### src/rtl/coef_pkg.sv
// rtl/coef_pkg.sv - shared constants, types and address helpers for the coefficient sequencer
//
// Holds bank geometry (NUM_TAPS, COEF_W), the config address map for the
// eight bank halves, the bank storage type, the sequencer state encoding and
// small decode/pack helpers used by coef_sequencer and coef_bank.
// Optional feature macro: COEF_READBACK_EN (uses pack_half for readback).

package coef_pkg;

    localparam int NUM_TAPS  = 8;
    localparam int COEF_W    = 5;
    localparam int TAP_W     = $clog2(NUM_TAPS);
    localparam int HALF_TAPS = NUM_TAPS / 2;
    localparam int HIDX_W    = $clog2(HALF_TAPS);
    localparam int HALF_W    = HALF_TAPS * COEF_W;

    // Odd address = first half (taps 0..3), even address = second half (taps 4..7).
    localparam int unsigned ADDR_COS1_F = 1;
    localparam int unsigned ADDR_COS1_S = 2;
    localparam int unsigned ADDR_SIN1_F = 3;
    localparam int unsigned ADDR_SIN1_S = 4;
    localparam int unsigned ADDR_COS2_F = 5;
    localparam int unsigned ADDR_COS2_S = 6;
    localparam int unsigned ADDR_SIN2_F = 7;
    localparam int unsigned ADDR_SIN2_S = 8;

    typedef logic [NUM_TAPS-1:0][COEF_W-1:0]  coef_bank_t;
    // Element 0 of a half sits in the most significant slice of the word.
    typedef logic [HALF_TAPS-1:0][COEF_W-1:0] half_t;

    typedef enum logic [1:0] {
        IDLE = 2'd0,
        RUN  = 2'd1,
        PEND = 2'd2
    } state_e;

    function automatic logic addr_valid(input int unsigned a);
        return (a >= ADDR_COS1_F) && (a <= ADDR_SIN2_S);
    endfunction

    // Bank order: 0 = cos1, 1 = sin1, 2 = cos2, 3 = sin2. Only meaningful when addr_valid.
    function automatic logic [1:0] addr_bank(input int unsigned a);
        return 2'((a - 1) >> 1);
    endfunction

    function automatic logic addr_half(input int unsigned a);
        return (a[0] == 1'b0);
    endfunction

    function automatic logic [HALF_W-1:0] pack_half(input coef_bank_t b, input logic half);
        half_t r;
        r = '0;
        for (int i = 0; i < HALF_TAPS; i++) begin
            r[HIDX_W'(HALF_TAPS - 1 - i)] = b[TAP_W'((half ? HALF_TAPS : 0) + i)];
        end
        return r;
    endfunction

endpackage

### src/rtl/coef_bank.sv
// rtl/coef_bank.sv - shadow/active coefficient pair for one channel with tap-indexed registered read
//
// Ports:
//   clock, reset      rising-edge clock, asynchronous active-high reset
//   wr_en, wr_half    half-bank write strobe; wr_half=0 taps 0..3, 1 taps 4..7
//   wr_data           four packed coefficients, element 0 in the top slice
//   copy              shadow -> active copy strobe
//   tap_next          tap index that will be current after this edge
//   coef              registered active coefficient at the current tap
//   active            (COEF_READBACK_EN only) whole active bank for readback

module coef_bank
    import coef_pkg::*;
(
    input  logic              clock,
    input  logic              reset,
    input  logic              wr_en,
    input  logic              wr_half,
    input  half_t             wr_data,
    input  logic              copy,
    input  logic [TAP_W-1:0]  tap_next,
    output logic [COEF_W-1:0] coef
`ifdef COEF_READBACK_EN
    ,
    output coef_bank_t        active
`endif
);

    coef_bank_t        shadow_q, shadow_d;
    coef_bank_t        active_q, active_d;
    logic [COEF_W-1:0] coef_q, coef_d;

    always_comb begin
        shadow_d = shadow_q;
        if (wr_en) begin
            for (int i = 0; i < HALF_TAPS; i++) begin
                shadow_d[TAP_W'((wr_half ? HALF_TAPS : 0) + i)] = wr_data[HIDX_W'(HALF_TAPS - 1 - i)];
            end
        end
        // The copy takes shadow_q, so a write on the same edge lands only in the shadow.
        active_d = copy ? shadow_q : active_q;
        // Read from the next-state bank at the next-state tap so the output
        // always lines up with tap_idx, including a copy at the wrap.
        coef_d   = active_d[tap_next];
    end

    always_ff @(posedge clock or posedge reset) begin
        if (reset) begin
            shadow_q <= '0;
            active_q <= '0;
            coef_q   <= '0;
        end else begin
            shadow_q <= shadow_d;
            active_q <= active_d;
            coef_q   <= coef_d;
        end
    end

    assign coef = coef_q;
`ifdef COEF_READBACK_EN
    assign active = active_q;
`endif

endmodule

### src/rtl/coef_sequencer.sv
// rtl/coef_sequencer.sv - delta-sigma weight bank owner: shadow load, frame-aligned commit, tap sequencing
//
// Ports:
//   clock, reset            rising-edge clock, asynchronous active-high reset
//   cfg_we/cfg_addr/cfg_data half-bank shadow write (addr 1..8), invalid addr sets cfg_err
//   run, tick               sequencer enable, sample-rate tap advance
//   commit_req              request shadow -> active copy
//   commit_ack, commit_pend copy-done pulse, request waiting for frame boundary
//   cfg_err                 sticky invalid-address flag, cleared by a commit
//   tap_idx, frame_start    current tap, one-cycle pulse on wrap to tap 0
//   cos1/sin1/cos2/sin2_coef active coefficients at tap_idx
//   rd_addr, rd_data        (COEF_READBACK_EN only) registered active half readback
// Optional feature macro: COEF_READBACK_EN.

module coef_sequencer
    import coef_pkg::*;
#(
    parameter int ADDR_W = 7
) (
    input  logic              clock,
    input  logic              reset,
    input  logic              cfg_we,
    input  logic [ADDR_W-1:0] cfg_addr,
    input  logic [HALF_W-1:0] cfg_data,
`ifdef COEF_READBACK_EN
    input  logic [ADDR_W-1:0] rd_addr,
    output logic [HALF_W-1:0] rd_data,
`endif
    input  logic              run,
    input  logic              tick,
    input  logic              commit_req,
    output logic              commit_ack,
    output logic              commit_pend,
    output logic              cfg_err,
    output logic [TAP_W-1:0]  tap_idx,
    output logic              frame_start,
    output logic [COEF_W-1:0] cos1_coef,
    output logic [COEF_W-1:0] sin1_coef,
    output logic [COEF_W-1:0] cos2_coef,
    output logic [COEF_W-1:0] sin2_coef
);

    state_e            state_q, state_d;
    logic [TAP_W-1:0]  tap_q, tap_d;
    logic              ack_q, ack_d;
    logic              pend_q, pend_d;
    logic              err_q, err_d;
    logic              fs_q, fs_d;
    logic              copy;
    logic              wrap;
    logic [TAP_W-1:0]  tap_inc;

    logic              cfg_valid;
    logic [1:0]        cfg_bank;
    logic              cfg_half;
    logic [3:0]        bank_we;
    logic [COEF_W-1:0] bank_coef [4];

    assign cfg_valid = addr_valid(32'(cfg_addr));
    assign cfg_bank  = addr_bank(32'(cfg_addr));
    assign cfg_half  = addr_half(32'(cfg_addr));

    assign wrap    = tick && (tap_q == TAP_W'(NUM_TAPS - 1));
    assign tap_inc = wrap ? '0 : tap_q + 1'b1;

    always_comb begin
        state_d = state_q;
        tap_d   = tap_q;
        ack_d   = 1'b0;
        fs_d    = 1'b0;
        pend_d  = pend_q;
        err_d   = err_q;
        copy    = 1'b0;

        case (state_q)
            IDLE: begin
                tap_d = '0;
                if (commit_req) begin
                    copy  = 1'b1;
                    ack_d = 1'b1;
                end
                if (run) begin
                    state_d = RUN;
                end
            end
            RUN: begin
                if (!run) begin
                    state_d = IDLE;
                    tap_d   = '0;
                    // Stopping is itself a safe boundary, so a request here is served at once.
                    if (commit_req) begin
                        copy  = 1'b1;
                        ack_d = 1'b1;
                    end
                end else begin
                    if (tick) begin
                        tap_d = tap_inc;
                        fs_d  = wrap;
                    end
                    if (commit_req) begin
                        state_d = PEND;
                        pend_d  = 1'b1;
                    end
                end
            end
            PEND: begin
                // Further commit_req pulses are absorbed while waiting.
                if (!run) begin
                    copy    = 1'b1;
                    ack_d   = 1'b1;
                    pend_d  = 1'b0;
                    state_d = IDLE;
                    tap_d   = '0;
                end else if (tick) begin
                    tap_d = tap_inc;
                    if (wrap) begin
                        copy    = 1'b1;
                        ack_d   = 1'b1;
                        fs_d    = 1'b1;
                        pend_d  = 1'b0;
                        state_d = RUN;
                    end
                end
            end
            default: begin
                state_d = IDLE;
                tap_d   = '0;
                pend_d  = 1'b0;
            end
        endcase

        // A new invalid write wins over the clear from a simultaneous copy.
        if (copy) begin
            err_d = 1'b0;
        end
        if (cfg_we && !cfg_valid) begin
            err_d = 1'b1;
        end
    end

    always_ff @(posedge clock or posedge reset) begin
        if (reset) begin
            state_q <= IDLE;
            tap_q   <= '0;
            ack_q   <= 1'b0;
            pend_q  <= 1'b0;
            err_q   <= 1'b0;
            fs_q    <= 1'b0;
        end else begin
            state_q <= state_d;
            tap_q   <= tap_d;
            ack_q   <= ack_d;
            pend_q  <= pend_d;
            err_q   <= err_d;
            fs_q    <= fs_d;
        end
    end

`ifdef COEF_READBACK_EN
    coef_bank_t bank_active [4];
`endif

    for (genvar g = 0; g < 4; g++) begin : g_bank
        assign bank_we[g] = cfg_we && cfg_valid && (cfg_bank == 2'(g));

        coef_bank u_bank (
            .clock    (clock),
            .reset    (reset),
            .wr_en    (bank_we[g]),
            .wr_half  (cfg_half),
            .wr_data  (cfg_data),
            .copy     (copy),
            .tap_next (tap_d),
            .coef     (bank_coef[g])
`ifdef COEF_READBACK_EN
            ,
            .active   (bank_active[g])
`endif
        );
    end

`ifdef COEF_READBACK_EN
    logic [HALF_W-1:0] rd_data_q, rd_data_d;

    always_comb begin
        rd_data_d = '0;
        if (addr_valid(32'(rd_addr))) begin
            rd_data_d = pack_half(bank_active[addr_bank(32'(rd_addr))], addr_half(32'(rd_addr)));
        end
    end

    always_ff @(posedge clock or posedge reset) begin
        if (reset) begin
            rd_data_q <= '0;
        end else begin
            rd_data_q <= rd_data_d;
        end
    end

    assign rd_data = rd_data_q;
`endif

    assign commit_ack  = ack_q;
    assign commit_pend = pend_q;
    assign cfg_err     = err_q;
    assign tap_idx     = tap_q;
    assign frame_start = fs_q;
    assign cos1_coef   = bank_coef[0];
    assign sin1_coef   = bank_coef[1];
    assign cos2_coef   = bank_coef[2];
    assign sin2_coef   = bank_coef[3];

endmodule

### config.mk
export PLATFORM = sky130hd
export DESIGN_NAME = coef_sequencer
export DESIGN_NICKNAME = d
export VERILOG_FILES = /design/src/rtl/coef_pkg.sv /design/src/rtl/coef_bank.sv /design/src/rtl/coef_sequencer.sv
export SDC_FILE = /design/constraint.sdc
export NUM_CORES = 1
export LEC_CHECK = 0
export CAP_MARGIN = 30
export CORE_MARGIN = 2
export CORE_UTILIZATION = 45
export DETAILED_ROUTE_END_ITERATION = 10
export GPL_TIMING_DRIVEN = 0
export PLACE_DENSITY = 0.6
export SYNTH_ARGS = -nofsm -noshare
export SYNTH_HDL_FRONTEND = slang
export SYNTH_HIERARCHICAL = 1
export SYNTH_SLANG_ARGS = --single-unit
### constraint.sdc
create_clock -name clock -period 3.6 [get_ports clock]
set_input_delay 0.54 -clock clock [delete_from_list [all_inputs] [get_ports clock]]
set_output_delay 0.54 -clock clock [all_outputs]
set_load 0.03 [all_outputs]
==> out/qor.yml, run 1 <==
clock_sinks: 229
reg2regPathDepth: 10
startpoint_type: "flop"
synthDistinctLibCells: 39
nets: 818
max_freq_mhz: 381.7
dieArea_um2: 22900
die_h_um: 151.3
setup_viol: 0
rows: 53
grt_max_degree: 47
synth.yosys.seq_area_share_pct: 58.68
numCtsBuffers: 24
post_cts_buffers: 0
cts_resized: 0
tightest_slew_ns: 0.8399
ys_warn_count: 6
wl_per_cell_um: 17.87
mappedNetlistArea_um2: 9766
syn2layout_area_growth_pct: 18.71
worstPathMaxFanout: 10
period_needed_ns: 2.620
cts_tree: "yes"
cts_htree_levels: 1
max-cap-violations: 0
worst_path_max_delay_cell: "nor2_1"
clk_pin_slew_ns: 0.06
io-pin-count: 60
power_density_nw_per_um2: 602.8
hold_class: "in2async"
ctsHoldBuffers: 0
drt_pass1_iterations: 4
drtIter0Drc: 276
initial_utilization_pct: 46.16
post-route-period-util_pct: 72.78
slew_viol_final: 0
slew-limit-headroom_pct: 44.01
avgViaCountPerCell: 5.103
status: "finished clean"
synth_edf_count: 0
place_hpwl_um: 13150
worstPathArrival_ns: 3.01
cp-startpoint: "tap_idx[0]"
grt_pass1_vias: 5954
placed_cell_area_um2: 10700
path_cells: "ha_1, ha_1, nor2_1, mux2i_1, nor2_1, buf_4, buf_12, mux2i_1, o221a_1, a21oi_2"
hold_viol: 0
postRouteAntennaNets: 0
die_w_um: 151.3
rsz0062_at_grt: "no"
async_reset_ff_share_pct: 100.0
max_stage_delay_ns: 0.49
groute.usage.overall_pct: 17.77
final.setup.worst_slack_ns: 0.9800
num-fill-cells: 1728
clock_skew_ns: 0.01207
wl_um: 19100
syn-num-nets: 738
power.leakage_uw: 0.005365
drive_above_1_share_pct: 29.60
antennaDiodeCount: 0
rr_startpoint: "tap_idx[0]"
final_area_um2: 11590
clock-root-buffer: "clkbuf_16"
clk-insertion-delay-late_ns: 0.51
criticalPathCategory: "reg2reg"
grt-ovfl-total: 0
drc: 0
syn_inst: 697
synth_flop_cell: "dfrtp_1"
vias: 5455
grt_pass1_wl_um: 32200
syn_avg_cell_area_um2: 14.01
place.gp.congestion: 0.7875
port_buffers: 49
ir_drop_v: 0.0003479
coreArea_um2: 21150
antenna_found_initial: 0
pre_cts_slack_ns: 0.4435
end_kind: "flop"
cp.required_ns: 3.99
synth-seq-cells: 229
cts_buffer_depth: 3
-- registers in the layout, summed over array words and instances, names as in the netlist --
signal	flops
cfg_err	1
commit_ack	1
commit_pend	1
frame_start	1
g_bank.u_bank/active_q	160
g_bank.u_bank/coef	20
g_bank.u_bank/shadow_q	40
state_q	2
tap_idx	3
-- cells in the mapped netlist (2+ instances only) --
library cell	number	share of area, %
a21oi_1	26	1.3
a21oi_2	20	1.8
a22oi_2	20	2.6
a31oi_1	2	0.13
and2_2	4	0.31
and2b_1	4	0.31
buf_1	4	0.15
buf_12	8	1.6
buf_2	4	0.21
buf_4	4	0.31
buf_6	4	0.46
clkbuf_1	12	0.46
dfrtp_1	229	59
ha_1	8	1.0
inv_1	13	0.50
mux2_2	77	8.9
mux2_4	24	3.7
mux2i_1	41	4.2
nand2_1	5	0.19
nand2b_1	9	0.58
nand3b_1	2	0.15
nor2_1	9	0.35
nor2b_1	125	8.0
nor3_1	5	0.26
nor3_2	3	0.31
o221a_1	8	0.92
o221a_2	12	1.4
or2_1	4	0.26
-- layer usage --
layer,wire length (µm),GRT usage [%],vias up
met4,338,3.738,0
met3,581,3.012,27
met1,9031,25.36,2775
li1,-,-,2590
met5,0,0,-
met2,9150,28.78,63
-- through the flow --
stage	utilization (%)	total power, µW	hold slack (ns)	cells	TNS [ns]
2_1_floorplan	-	3954	0.3679	697	0
3_3_place_gp	50.11	4275	0.4777	1021	-1.690
3_5_place_dp	50.56	4329	0.4819	1026	0
4_1_cts	54.80	7090	0.5006	1069	0
5_1_grt	54.80	7321	0.5096	1069	0
6_report	54.80	6987	0.4987	1069	0
-- logic make-up (layout without fill, tap and decap cells) --
group | count (synthesis) | count (layout) | synth area share, %
and+or+nand+nor | 173 | 173 | 10.98
adders and majority gates | 8 | 8 | 1.025
AOI/OAI and AO/OA | 95 | 95 | 8.725
DFF | 229 | 229 | 58.68
buffers and inverters | 49 | 146 | 3.728
muxes | 142 | 142 | 16.77
xor gates and xnor gates | 1 | 1 | 0.08970
-- report_power, final --
part	switching, µW	leakage [µW]	internal [µW]	total (µW)
Clock	973	0.000439	1740	2710
Sequential	82.5	0.00316	2780	2860
Combinational	798	0.00176	615	1410
-- worst max-delay path: cells and delay by family (launching register included) --
family | cells | cell delay (ns)
AO/OA/AOI/OAI | 2 | 0.27
buffers and inverters | 2 | 0.48
multiplexers | 2 | 0.32
adder cells (fa/ha/maj) | 2 | 0.44
AND/OR/NAND/NOR | 2 | 0.60
flip-flops | 1 | 0.41
-- area by class of cell --
class	instances	area, µm²	share of cell area, %
Inverter	13	48.80	0.4209
Clock buffer	32	711.9	6.141
Buffer	36	315.3	2.720
Sequential cell	229	5731	49.43
Timing Repair Buffer	54	581.8	5.019
Tap cell	275	344.1	2.968
Multi-Input combinational cell	419	3675	31.70
Clock inverter	11	185.2	1.597
-- final timing paths --
path	end	slack (ns)
worst max-delay path	g_bank[1].u_bank/coef[1]	0.98
worst min-delay path	g_bank[3].u_bank/shadow_q[10]	0.50
max in group asynchronous	g_bank[2].u_bank/active_q[3]	2.38
worst min register to register	g_bank[3].u_bank/active_q[3]	0.50
min in group clock	g_bank[3].u_bank/active_q[3]	0.50
worst max register to register	g_bank[1].u_bank/coef[1]	0.98
-- cell usage in the layout (no fill, tap or decap), drive strengths merged, types with 2 or more instances in the layout --
| master | netlist | layout |
|---|---|---|
| a21oi | 46 | 46 |
| a22oi | 20 | 20 |
| a31oi | 2 | 2 |
| and2 | 4 | 4 |
| and2b | 4 | 4 |
| buf | 24 | 29 |
| bufinv | 0 | 5 |
| clkbuf | 12 | 44 |
| clkdlybuf4s50 | 0 | 49 |
| clkinv | 0 | 4 |
| clkinvlp | 0 | 2 |
| dfrtp | 229 | 229 |
| ha | 8 | 8 |
| inv | 13 | 13 |
| mux2 | 101 | 101 |
| mux2i | 41 | 41 |
| nand2 | 6 | 6 |
| nand2b | 9 | 9 |
| nand3b | 2 | 2 |
| nor2 | 9 | 9 |
| nor2b | 125 | 125 |
| nor3 | 8 | 8 |
| o21ai | 2 | 2 |
| o221a | 20 | 20 |
| or2 | 4 | 4 |
No activity file was read; power rests on OpenSTA's default activity.
==> run 2: changes to the inputs <==
--- a/config.mk
+++ b/config.mk
@@ -10,7 +10,7 @@
 export CORE_UTILIZATION = 45
 export DETAILED_ROUTE_END_ITERATION = 10
 export GPL_TIMING_DRIVEN = 0
-export PLACE_DENSITY = 0.6
+export PLACE_DENSITY = 0.63
 export SYNTH_ARGS = -nofsm -noshare
 export SYNTH_HDL_FRONTEND = slang
 export SYNTH_HIERARCHICAL = 1
==> constraint.sdc (replaced) <==
create_clock -name clock -period 2.4 [get_ports clock]
set_input_delay 0.36 -clock clock [delete_from_list [all_inputs] [get_ports clock]]
set_output_delay 0.36 -clock clock [all_outputs]
set_load 0.03 [all_outputs]
==> run 2 against run 1 <==
Clock-buffer cell count is 2 higher; global-route usage grew 0.35 points; maximum frequency increased by 12%; via count up 3.2%; critical endpoint is now g_bank[0].u_bank/coef[1]; worst setup slack worse by 0.92 ns; largest power group unchanged; final area grew 1.3%; first-iteration DRC count increased by 7.6%; total power grew 50%; critical path depth shrank 1.
==> out/qor.yml, run 2 (synthesis results as in run 1) <==
status: "finished clean"
period_needed_ns: 2.340
cts_tree: "yes"
final_common_cell: "dfrtp_1"
cts_htree_levels: 1
postRouteAntennaNets: 0
grt_pass1_wl_um: 32640
ir_drop_v: 0.0005491
grt_pass1_vias: 6164
antenna_found_initial: 0
nets: 830
startpoint_type: "flop"
syn2layout_area_growth_pct: 20.31
setup_viol: 0
critical_path_buf_inv_count: 3
grt-ovfl-total: 0
cp.required_ns: 2.79
wl_um: 19700
regArea_um2: 5731
drt_pass1_iterations: 4
groute.usage.overall_pct: 18.12
initial_utilization_pct: 46.16
drtIter0Drc: 297
tightest_slew_ns: 0.6024
power_density_nw_per_um2: 890.2
path_cells: "inv_1, ha_1, a21oi_1, o21ai_4, buf_6, buf_12, mux2_4, a22oi_2, a21oi_2"
layout_common_cells: "dfrtp_1 (229), nor2b_1 (124), mux2_2 (77)"
path_delay_family: "compound AO/OA/AOI/OAI gates"
clk_pin_slew_ns: 0.06
place_hpwl_um: 13290
dieArea_um2: 22900
wl_per_cell_um: 18.23
coreArea_um2: 21150
die_w_um: 151.3
clock_sinks: 229
io-pin-count: 60
avgViaCountPerCell: 5.205
max_stage_delay_ns: 0.44
rsz0062_at_grt: "no"
post-route-period-util_pct: 97.48
drc: 0
max_freq_mhz: 427.4
end_kind: "flop"
place.gp.congestion: 0.7988
vias: 5627
worstPathArrival_ns: 2.73
antennaDiodeCount: 0
hold_viol: 0
die_h_um: 151.3
numCtsBuffers: 24
grt_max_degree: 36
num-fill-cells: 1678
criticalPathCategory: "reg2reg"
slew_viol_final: 0
port_buffers: 49
dp.cells: 1026
slew-limit-headroom_pct: 59.78
top_register: "g_bank.u_bank/active_q"
hold_class: "in2async"
clk-insertion-delay-late_ns: 0.51
instances_no_fill: 1081
utilization_pct: 55.54
worst_path_max_delay_cell: "dfrtp_1"
clock-root-buffer: "clkbuf_16"
clock_skew_ns: 0.01164
worstPathMaxFanout: 7
multi_input_area_um2: 3741
power.leakage_uw: 0.005431
cts_buffer_depth: 3
max-cap-violations: 0
rows: 53
ctsHoldBuffers: 0
drive_above_1_share_pct: 31.27
largest_reg_flops: 160
-- run 2: cell count changes in the layout (fill, tap and decap cells not counted), moves of 3 or more --
cell,previous run,this run
buf_4,4,12
buf_6,5,9
clkbuf_1,13,17
ha_1,8,5
-- run 2: layout make-up --
cell class | instances | area share (%)
flip-flops and latches | 229 | 48.78
multi-input cells | 419 | 31.84
repair buffers | 66 | 5.974
clock buffers | 34 | 5.953
well taps | 275 | 2.929
plain buffers | 36 | 2.875
clock inverters | 9 | 1.235
inverters | 13 | 0.4153
-- run 2: per-layer routing --
metal	GRT usage [%]	part of all wire, %	wire, µm
met1	24.82	45	8939
met2	30.32	50	9771
met3	2.530	2.6	508
met4	5.047	2.5	483
met5	0	0	0
-- run 2: stage by stage --
stage	total power [µW]	hold WS, ns	setup TNS, ns	area, µm²	worst slack [ns]
finish	10460	0.3786	0	11750	0.06047
global route	10920	0.4362	0	11750	0.005896
CTS	10500	0.3974	0	11620	0.0008189
detailed placement	6489	0.4814	-55.52	10700	-0.5820
global placement	6391	0.4760	-120.79	10600	-0.5122
floorplan	5933	0.1879	0	9769	0.04885
-- run 2: worst register-to-register path, delay by kind of cell, from the launching register on --
family	cells	cell delay, ns
muxes	1	0.30
adders and majority gates	1	0.25
buffers and inverters	3	0.45
DFF	1	0.44
AOI/OAI and AO/OA	4	0.78
-- run 2: path summary, 6_finish.rpt --
check                                              start                             to  slack [ns]  depth (start not counted)
setup / recovery                              state_q[1]       g_bank[0].u_bank/coef[1]        0.06                          9
hold / removal                                     reset                        cfg_err        0.38                          2
setup reg to reg                              state_q[1]       g_bank[0].u_bank/coef[1]        0.06                          9
hold reg to reg            g_bank[0].u_bank/active_q[31]  g_bank[0].u_bank/active_q[31]        0.50                          1
max in group asynchronous                          reset  g_bank[2].u_bank/active_q[36]        1.35                          3
min in group clock         g_bank[0].u_bank/active_q[31]  g_bank[0].u_bank/active_q[31]        0.50                          1
-- run 2: what timing repair did --
action	in CTS	in global routing
pin swaps	0	4
buffers inserted	6	5
setup endpoints to repair	150	75
gates resized for setup	8	15
cloned	0	1
-- run 2: power breakdown --
group,internal [µW],switching [µW],leakage (µW)
Clock,2450,1450,0.000419
Sequential,4170,125,0.00316
Combinational,1030,1240,0.00185
Total,7650,2810,0.00543
